--- src/rtl/lsu_pkg.sv ---
// Shared definitions for the MEM-stage load/store unit.
//   F3_*           : funct3 width/sign codes understood by the LSU
//   lsu_state_e    : transaction FSM states
//   lsu_cnt_width  : width of the bus-timeout counter for a given timeout
package lsu_pkg;

  localparam logic [2:0] F3_B  = 3'b000;
  localparam logic [2:0] F3_H  = 3'b001;
  localparam logic [2:0] F3_W  = 3'b010;
  localparam logic [2:0] F3_BU = 3'b100;
  localparam logic [2:0] F3_HU = 3'b101;

  typedef enum logic [1:0] {
    IDLE,
    BUSY,
    DONE
  } lsu_state_e;

  // Wide enough to hold 0..timeout.
  function automatic int unsigned lsu_cnt_width(input int unsigned timeout);
    return $clog2(timeout + 1);
  endfunction

endpackage

--- src/rtl/mem_lsu_if.sv ---
// Data-memory bus between the LSU (master) and the memory (slave).
// Single outstanding request: bus_req/bus_we/bus_addr/bus_be/bus_wdata are held
// stable until the cycle bus_ready is seen; bus_rdata is valid with bus_ready.
interface mem_lsu_if;

  logic        bus_req;
  logic        bus_we;
  logic [31:0] bus_addr;
  logic [3:0]  bus_be;
  logic [31:0] bus_wdata;
  logic        bus_ready;
  logic [31:0] bus_rdata;

  modport master (
    output bus_req,
    output bus_we,
    output bus_addr,
    output bus_be,
    output bus_wdata,
    input  bus_ready,
    input  bus_rdata
  );

  modport slave (
    input  bus_req,
    input  bus_we,
    input  bus_addr,
    input  bus_be,
    input  bus_wdata,
    output bus_ready,
    output bus_rdata
  );

endinterface

--- src/rtl/lsu_align.sv ---
// Combinational alignment helper for the LSU.
//   Request side : legality check, byte enables and lane-replicated store data
//                  for the access currently offered by EX/MEM.
//   Load side    : lane extraction and sign/zero extension of a returned word,
//                  using the funct3/offset latched when the request was issued.
module lsu_align
  import lsu_pkg::*;
(
  input  logic        req_rd_i,
  input  logic        req_we_i,
  input  logic [2:0]  req_funct3_i,
  input  logic [1:0]  req_off_i,
  input  logic [31:0] req_wdata_i,
  output logic        req_illegal_o,
  output logic [3:0]  req_be_o,
  output logic [31:0] req_wdata_o,
  input  logic [2:0]  ld_funct3_i,
  input  logic [1:0]  ld_off_i,
  input  logic [31:0] ld_word_i,
  output logic [31:0] ld_data_o
);

  logic [31:0] ld_shifted;

  always_comb begin
    req_illegal_o = 1'b0;
    req_be_o      = 4'b0000;
    req_wdata_o   = req_wdata_i;
    case (req_funct3_i)
      F3_B, F3_BU: begin
        req_be_o    = 4'b0001 << req_off_i;
        req_wdata_o = {4{req_wdata_i[7:0]}};
      end
      F3_H, F3_HU: begin
        req_be_o      = req_off_i[1] ? 4'b1100 : 4'b0011;
        req_wdata_o   = {2{req_wdata_i[15:0]}};
        req_illegal_o = req_off_i[0];
      end
      F3_W: begin
        req_be_o      = 4'b1111;
        req_illegal_o = |req_off_i;
      end
      default: req_illegal_o = 1'b1;
    endcase
    // Unsigned widths only make sense for loads.
    if (req_we_i && (req_funct3_i == F3_BU || req_funct3_i == F3_HU)) begin
      req_illegal_o = 1'b1;
    end
    if (req_rd_i && req_we_i) begin
      req_illegal_o = 1'b1;
    end
  end

  always_comb begin
    ld_shifted = ld_word_i >> {ld_off_i, 3'b000};
    case (ld_funct3_i)
      F3_B:    ld_data_o = {{24{ld_shifted[7]}}, ld_shifted[7:0]};
      F3_BU:   ld_data_o = {24'h000000, ld_shifted[7:0]};
      F3_H:    ld_data_o = {{16{ld_shifted[15]}}, ld_shifted[15:0]};
      F3_HU:   ld_data_o = {16'h0000, ld_shifted[15:0]};
      default: ld_data_o = ld_shifted;
    endcase
  end

endmodule

--- src/rtl/mem_lsu.sv ---
// MEM-stage load/store unit.
// Takes the EX/MEM access, runs one req/ready transaction on the data bus and
// returns aligned, extended load data towards MEM/WB.
//   clk, rst_n         : clock, asynchronous active-low reset
//   mem_*              : access from EX/MEM (valid, load, store, funct3, addr,
//                        store data, flush)
//   lsu_stall          : freeze upstream pipeline registers
//   lsu_done           : one-cycle completion pulse, with lsu_rdata/flags
//   lsu_misalign/err   : illegal/misaligned access, bus timeout
//   bus                : data-memory bus (master side)
// BUS_TIMEOUT must be at least 1.
module mem_lsu
  import lsu_pkg::*;
#(
  parameter int unsigned BUS_TIMEOUT = 255
) (
  input  logic        clk,
  input  logic        rst_n,
  input  logic        mem_valid,
  input  logic        mem_rd,
  input  logic        mem_dram_we,
  input  logic [2:0]  mem_funct3,
  input  logic [31:0] mem_addr,
  input  logic [31:0] mem_wdata,
  input  logic        mem_flush,
  output logic        lsu_stall,
  output logic        lsu_done,
  output logic [31:0] lsu_rdata,
  output logic        lsu_misalign,
  output logic        lsu_err,
  mem_lsu_if.master   bus
);

  localparam int unsigned CntW = lsu_cnt_width(BUS_TIMEOUT);

  lsu_state_e  state_q, state_d;
  logic [CntW-1:0] cnt_q, cnt_d;
  logic        req_q, req_d;
  logic        we_q, we_d;
  logic [31:0] addr_q, addr_d;
  logic [3:0]  be_q, be_d;
  logic [31:0] wdata_q, wdata_d;
  logic [31:0] rdata_q, rdata_d;
  logic        done_q, done_d;
  logic        mis_q, mis_d;
  logic        err_q, err_d;
  logic        kill_q, kill_d;
  logic [2:0]  ld_f3_q, ld_f3_d;
  logic [1:0]  ld_off_q, ld_off_d;

  logic        start;
  logic        suppress;
  logic        req_illegal;
  logic [3:0]  req_be;
  logic [31:0] req_wdata;
  logic [31:0] ld_data;

  assign start = mem_valid & (mem_rd | mem_dram_we) & ~mem_flush;

  lsu_align u_align (
    .req_rd_i      (mem_rd),
    .req_we_i      (mem_dram_we),
    .req_funct3_i  (mem_funct3),
    .req_off_i     (mem_addr[1:0]),
    .req_wdata_i   (mem_wdata),
    .req_illegal_o (req_illegal),
    .req_be_o      (req_be),
    .req_wdata_o   (req_wdata),
    .ld_funct3_i   (ld_f3_q),
    .ld_off_i      (ld_off_q),
    .ld_word_i     (bus.bus_rdata),
    .ld_data_o     (ld_data)
  );

  always_comb begin
    state_d  = state_q;
    cnt_d    = cnt_q;
    req_d    = req_q;
    we_d     = we_q;
    addr_d   = addr_q;
    be_d     = be_q;
    wdata_d  = wdata_q;
    rdata_d  = rdata_q;
    done_d   = 1'b0;
    mis_d    = 1'b0;
    err_d    = 1'b0;
    kill_d   = kill_q;
    ld_f3_d  = ld_f3_q;
    ld_off_d = ld_off_q;
    // A flush seen at any point of BUSY hides the result, but never the bus cycle.
    suppress = kill_q | mem_flush;

    case (state_q)
      IDLE: begin
        if (start) begin
          if (req_illegal) begin
            state_d = DONE;
            done_d  = 1'b1;
            mis_d   = 1'b1;
            rdata_d = '0;
          end else begin
            state_d  = BUSY;
            req_d    = 1'b1;
            we_d     = mem_dram_we;
            addr_d   = {mem_addr[31:2], 2'b00};
            be_d     = req_be;
            wdata_d  = req_wdata;
            cnt_d    = '0;
            kill_d   = 1'b0;
            ld_f3_d  = mem_funct3;
            ld_off_d = mem_addr[1:0];
          end
        end
      end
      BUSY: begin
        cnt_d  = cnt_q + 1'b1;
        kill_d = suppress;
        if (bus.bus_ready) begin
          req_d   = 1'b0;
          state_d = DONE;
          if (!suppress) begin
            done_d = 1'b1;
            if (!we_q) begin
              rdata_d = ld_data;
            end
          end
        end else if (cnt_q == CntW'(BUS_TIMEOUT - 1)) begin
          req_d   = 1'b0;
          state_d = DONE;
          if (!suppress) begin
            done_d  = 1'b1;
            err_d   = 1'b1;
            rdata_d = '0;
          end
        end
      end
      DONE: begin
        // The held instruction is still on mem_* here; it must not restart.
        state_d = IDLE;
      end
      default: state_d = IDLE;
    endcase
  end

  always_ff @(posedge clk or negedge rst_n) begin
    if (!rst_n) begin
      state_q  <= IDLE;
      cnt_q    <= '0;
      req_q    <= 1'b0;
      we_q     <= 1'b0;
      addr_q   <= '0;
      be_q     <= '0;
      wdata_q  <= '0;
      rdata_q  <= '0;
      done_q   <= 1'b0;
      mis_q    <= 1'b0;
      err_q    <= 1'b0;
      kill_q   <= 1'b0;
      ld_f3_q  <= '0;
      ld_off_q <= '0;
    end else begin
      state_q  <= state_d;
      cnt_q    <= cnt_d;
      req_q    <= req_d;
      we_q     <= we_d;
      addr_q   <= addr_d;
      be_q     <= be_d;
      wdata_q  <= wdata_d;
      rdata_q  <= rdata_d;
      done_q   <= done_d;
      mis_q    <= mis_d;
      err_q    <= err_d;
      kill_q   <= kill_d;
      ld_f3_q  <= ld_f3_d;
      ld_off_q <= ld_off_d;
    end
  end

  // The IDLE term lets the stall rise in the same cycle the access appears.
  assign lsu_stall = ((state_q == IDLE) & start) | (state_q == BUSY);

  assign lsu_done      = done_q;
  assign lsu_rdata     = rdata_q;
  assign lsu_misalign  = mis_q;
  assign lsu_err       = err_q;
  assign bus.bus_req   = req_q;
  assign bus.bus_we    = we_q;
  assign bus.bus_addr  = addr_q;
  assign bus.bus_be    = be_q;
  assign bus.bus_wdata = wdata_q;

endmodule

--- src/flat_wrapper.sv ---
// flat-port wrapper written by rule: the top's interface ports become plain ports
module mem_lsu_flat import lsu_pkg::*;
#(
  parameter int unsigned BUS_TIMEOUT = 255
)
  (clk, rst_n, mem_valid, mem_rd, mem_dram_we, mem_funct3, mem_addr, mem_wdata, mem_flush, lsu_stall, lsu_done, lsu_rdata, lsu_misalign, lsu_err, bus_bus_req, bus_bus_we, bus_bus_addr, bus_bus_be, bus_bus_wdata, bus_bus_ready, bus_bus_rdata);
  mem_lsu_if bus_i ();
  input  logic clk;
  input  logic rst_n;
  input  logic mem_valid;
  input  logic mem_rd;
  input  logic mem_dram_we;
  input  logic [2:0] mem_funct3;
  input  logic [31:0] mem_addr;
  input  logic [31:0] mem_wdata;
  input  logic mem_flush;
  output logic lsu_stall;
  output logic lsu_done;
  output logic [31:0] lsu_rdata;
  output logic lsu_misalign;
  output logic lsu_err;
  output wire logic [$bits(bus_i.bus_req)-1:0] bus_bus_req;
  output wire logic [$bits(bus_i.bus_we)-1:0] bus_bus_we;
  output wire logic [$bits(bus_i.bus_addr)-1:0] bus_bus_addr;
  output wire logic [$bits(bus_i.bus_be)-1:0] bus_bus_be;
  output wire logic [$bits(bus_i.bus_wdata)-1:0] bus_bus_wdata;
  input wire logic [$bits(bus_i.bus_ready)-1:0] bus_bus_ready;
  input wire logic [$bits(bus_i.bus_rdata)-1:0] bus_bus_rdata;
  assign bus_bus_req = bus_i.bus_req;
  assign bus_bus_we = bus_i.bus_we;
  assign bus_bus_addr = bus_i.bus_addr;
  assign bus_bus_be = bus_i.bus_be;
  assign bus_bus_wdata = bus_i.bus_wdata;
  assign bus_i.bus_ready = bus_bus_ready;
  assign bus_i.bus_rdata = bus_bus_rdata;
  mem_lsu #(.BUS_TIMEOUT(BUS_TIMEOUT)) u_core (.clk(clk), .rst_n(rst_n), .mem_valid(mem_valid), .mem_rd(mem_rd), .mem_dram_we(mem_dram_we), .mem_funct3(mem_funct3), .mem_addr(mem_addr), .mem_wdata(mem_wdata), .mem_flush(mem_flush), .lsu_stall(lsu_stall), .lsu_done(lsu_done), .lsu_rdata(lsu_rdata), .lsu_misalign(lsu_misalign), .lsu_err(lsu_err), .bus(bus_i));
endmodule
--- config.mk ---
export PLATFORM = sky130hd
export DESIGN_NAME = mem_lsu_flat
export DESIGN_NICKNAME = d
export VERILOG_FILES = /design/src/rtl/lsu_pkg.sv /design/src/rtl/mem_lsu_if.sv /design/src/rtl/lsu_align.sv /design/src/rtl/mem_lsu.sv /design/src/flat_wrapper.sv
export SDC_FILE = /design/constraint.sdc
export NUM_CORES = 1
export LEC_CHECK = 0
export ABC_AREA = 1
export CORE_AREA = 4 4 134 136
export CTS_BUF_LIST = sky130_fd_sc_hd__clkbuf_4
export CTS_CLUSTER_SIZE = 28
export DETAILED_ROUTE_END_ITERATION = 8
export DIE_AREA = 0 0 138 140
export GPL_TIMING_DRIVEN = 0
export PLACE_DENSITY = 0.73
export SETUP_SLACK_MARGIN = 0.4
export SLEW_MARGIN = 20
export SYNTH_ARGS = -nofsm -noshare
export SYNTH_HDL_FRONTEND = slang
export SYNTH_SLANG_ARGS = --single-unit
--- constraint.sdc ---
create_clock -name clk -period 1.62 [get_ports clk]
set_clock_uncertainty 0.1 [all_clocks]
set_input_delay 0.324 -clock clk [delete_from_list [all_inputs] [get_ports clk]]
set_output_delay 0.324 -clock clk [all_outputs]
set_load 0.01 [all_outputs]
==> implementation parameters <==
Parameter                              Value

Cells and area
  Nets@finish ... 1218
  Final instance area ... 0.0109 sq mm
  Synth-to-Final Area Change ... 86.8%
  Antenna diode count ... 0
  Post-layout util ... 0.642
  Share of cells above drive strength 1 ... 0.456

Floorplan
  Initial Utilization ... 0.344
  Standard-cell row count ... 48
  Floorplan core area ... 0.0169 sq mm
  Full die area ... 0.0193 sq mm
  Chip width ... 138 microns
  Die boundary height ... 140 microns
  Number of top-level pins ... 212

CTS
  Library cell used as clock root buffer ... clkbuf_4
  Total number of clock tree sinks ... 119
  Maximum number of buffers from clock root to sink ... 2
  Clock transition at path regs ... 0.10 ns
  Total CTS buffers ... 17
  Clock latency on the worst-skew pair ... 0.54 ns
  CTS tree ... yes
  Total number of H-tree levels ... 4

Worst setup path
  Buffers and inverters on the worst path ... 4
  CP endpoint kind ... flop
  Classification of the worst setup path ... flop to flop
  Crit-path max cell delay ... 0.41 ns
  Sequence of cells on the critical path ... inv_2 -> ha_4 -> nand2_4 -> nor2_4 -> nand2_2 -> nand2_2 -> nand2_2 -> inv_2 -> nand3_4 -> buf_12 -> buf_12 -> nand2_2 -> o21ai_1
  Kind of cell adding the most delay to the critical path ... simple AND/OR/NAND/NOR gates
  Most Frequent Cell on Critical Path ... nand2_2
  Critical Path RT ... 1.94 ns
  WP data arrival ... 2.25 ns
  Master of the slowest instance on the critical path ... dfrtp_1
  Crit start category ... flop
  Maximum fanout along the worst path ... 6

Synthesis
  Flop and latch count out of synthesis ... 119
  Mux contribution to synthesized area ... 0
  Post-synthesis compound-gate area fraction ... 0.118
  Post-synthesis share of cell area spent on full adders, half adders and majority gates ... 0.00430
  Share of async-settable or async-resettable flops after synthesis ... 1.00
  Biggest area consumer among synthesized cells ... dfrtp_1
  Top cells by area in the synthesized netlist ... dfrtp_1 (51%), nand2_1 (21%), o21ai_0 (4.3%)
  Synth top cells by count ... nand2_1 (324), dfrtp_1 (119), o21ai_0 (50)
  Post-synth design cell area ... 0.00582 sq mm
  Post-Syn Area per Cell ... 7.83 sq um
  Post-synthesis sequential area ratio ... 0.511
  Synth unique cells ... 32
  Post-synth EDFFs ... 0
  Mapped Cells ... 744
  Most frequent cell after synthesis ... nand2_1
  Count of warnings emitted by yosys ... 0
  Area share of and/or/nand/nor cells after synthesis ... 0.300
  Main combinational cell family by area after synthesis ... simple AND/OR/NAND/NOR gates
  Top FF cell, synth ... dfrtp_1
  Top cell type's share of synthesized area ... 0.511
  Post-Synth XOR/XNOR Area ... 0.00752

GRT
  Number of global-route vias before repair ... 6561
  GRT Total Usage ... 0.228
  Antenna violations before repair ... 1
  Pin count of the biggest net entering global routing ... 64
  Final global-route overflow total ... 0
  Wire length of the first global-routing pass ... 35300 microns

Routing
  Post-route ant nets ... 0
  DR iter-0 viols ... 514
  Avg Vias per Cell ... 5.08
  Drt pass-1 iters ... 5
  DR vias ... 6845
  Detailed Route WL ... 24000 microns
  Number of DRC violations after detailed routing ... 0
  Post-detailed-route wirelength per cell ... 17.8 microns

STA
  Worst slew margin relative to its limit ... 0.581
  Clock period minus final worst setup slack ... 1.93 ns
  Count of final hold-check violations ... 0
  Highest achievable clock rate ... 0.518 GHz
  Unrepaired setup endpoints after global routing ... yes
  Final count of pins violating max slew ... 0
  Setup TNS after final layout ... -20.15 ns
  Final WS setup ... -0.311 ns
  Pin slew with the least headroom to its limit ... 0.629 ns
  Setup Viol. Count Final ... 107
  Final cycle utilization of the critical path ... 1.19

Placement
  Placed instance area ... 0.00838 sq mm
  Pre-CTS setup slack ... -0.909 ns
  IO Port Bufs ... 208
  Global placer's final weighted congestion ... 0.959
  Half-perimeter wire length after placement ... 14800 microns

Pwr
  Static leakage ... 0.00536 uW
  Peak VDD IR ... 0.742 mV
  Cell area power density ... 1190 mW/mm^2

Min path
  Hold WC Path Type ... input port to flop

Status
  Failing checks ... setup timing
  Outcome ... finished with violations

Job
  Max cap viols ... 0
## area by class of cell
class	count	area, sq um
buffer	49	449
clock buffer	17	128
clock inverter	15	225
fill	1360	6060
inverter	26	113
multi-input combinational	552	3220
sequential	119	2980
tap	225	282
timing repair buffer	345	3480
## sequential cells by signal, indices dropped and copies added, names as in the netlist
register	count
u_core.state_q	2
u_core.lsu_misalign	1
u_core.lsu_err	1
u_core.ld_f3_q	3
u_core.bus.bus_wdata	32
u_core.lsu_rdata	32
u_core.cnt_q	8
u_core.bus.bus_we	1
u_core.kill_q	1
u_core.bus.bus_addr	30
u_core.lsu_done	1
u_core.bus.bus_be	4
u_core.ld_off_q	2
u_core.bus.bus_req	1
## metal layers
layer | GRT usage | part of all wire | vias to the layer above | routed length (microns)
met5 | 0 | 0.00050 | - | 12
met4 | 0.0655 | 0.024 | 2 | 586
met2 | 0.386 | 0.51 | 294 | 12100
met3 | 0.0734 | 0.078 | 58 | 1880
li1 | - | - | 3175 | -
met1 | 0.282 | 0.39 | 3316 | 9400
## tightest hold or removal path: stages
cell and delay, ns:
dlymetal6s2s_1 0.17, nand2_1 0.12, o21ai_2 0.05
## cells in the final DEF (no fill, tap or decap), types with 4 or more instances in the layout
cell,synthesis,layout
nand2_2,2,93
a21oi_1,25,23
inv_2,6,9
or2_2,11,10
clkdlybuf4s50_1,0,99
nand4_1,19,19
nand2_1,324,202
inv_1,20,13
o21ai_0,50,17
buf_12,0,10
buf_4,2,90
clkbuf_4,0,17
o21ai_1,27,30
buf_2,25,62
xor2_1,4,4
o21ai_2,3,32
clkbuf_1,19,12
buf_16,0,17
o2111ai_1,5,5
bufinv_16,0,5
nor2_4,2,4
clkbuf_2,0,7
nor2_1,10,6
buf_8,0,17
nand3_1,43,40
o211ai_1,8,8
a31oi_1,4,4
buf_6,2,71
dfrtp_1,119,116
nand2_4,0,30
## what timing repair did
item	in CTS	in global routing
pin swaps	15	39
gates resized for setup	553	224
setup endpoints to repair	222	228
endpoints found under the hold margin	56	0
hold buffers	1	0
cloned	17	4
setup buffers	65	50
## logic make-up (layout without fill, tap and decap cells)
group | count (synthesis) | in the layout
AOI/OAI and AO/OA | 125 | 125
other | 1 | 2
xor gates and xnor gates | 5 | 5
buffers and inverters | 75 | 452
and+or+nand+nor | 417 | 418
DFF | 119 | 119
adders and majority gates | 2 | 2
## power breakdown
part	switching, uW	internal [uW]	leakage [uW]
sequential	638	3730	0.00155
combinational	2950	2920	0.00363
clock	1300	1390	0.000177
## worst paths after layout
kind	startpoint	endpoint	slack [ns]	cells past startpoint
setup / recovery	u_core.cnt_q[0]	u_core.lsu_rdata[23]	-0.31	13
hold / removal	mem_addr[0]	u_core.ld_off_q[0]	0.06	3
setup reg to reg	u_core.cnt_q[0]	u_core.lsu_rdata[23]	-0.31	13
hold reg to reg	u_core.bus.bus_addr[22]	u_core.bus.bus_addr[22]	0.40	2
max in group asynchronous	rst_n	u_core.bus.bus_wdata[1]	0.55	3
min in group asynchronous	rst_n	u_core.lsu_rdata[5]	0.19	2
## per-stage QoR
stage / instances / hold WS (ns) / total power, uW
after floorplan: 745 / -0.0716 / 6380
after global placement: 1178 / 0.354 / 8630
after detailed placement: 1179 / 0.234 / 8690
after CTS: 1294 / 0.144 / 11600
after global routing: 1348 / 0.0308 / 13700
final: 1348 / 0.0593 / 12900
(Power assumes the default switching activity.)
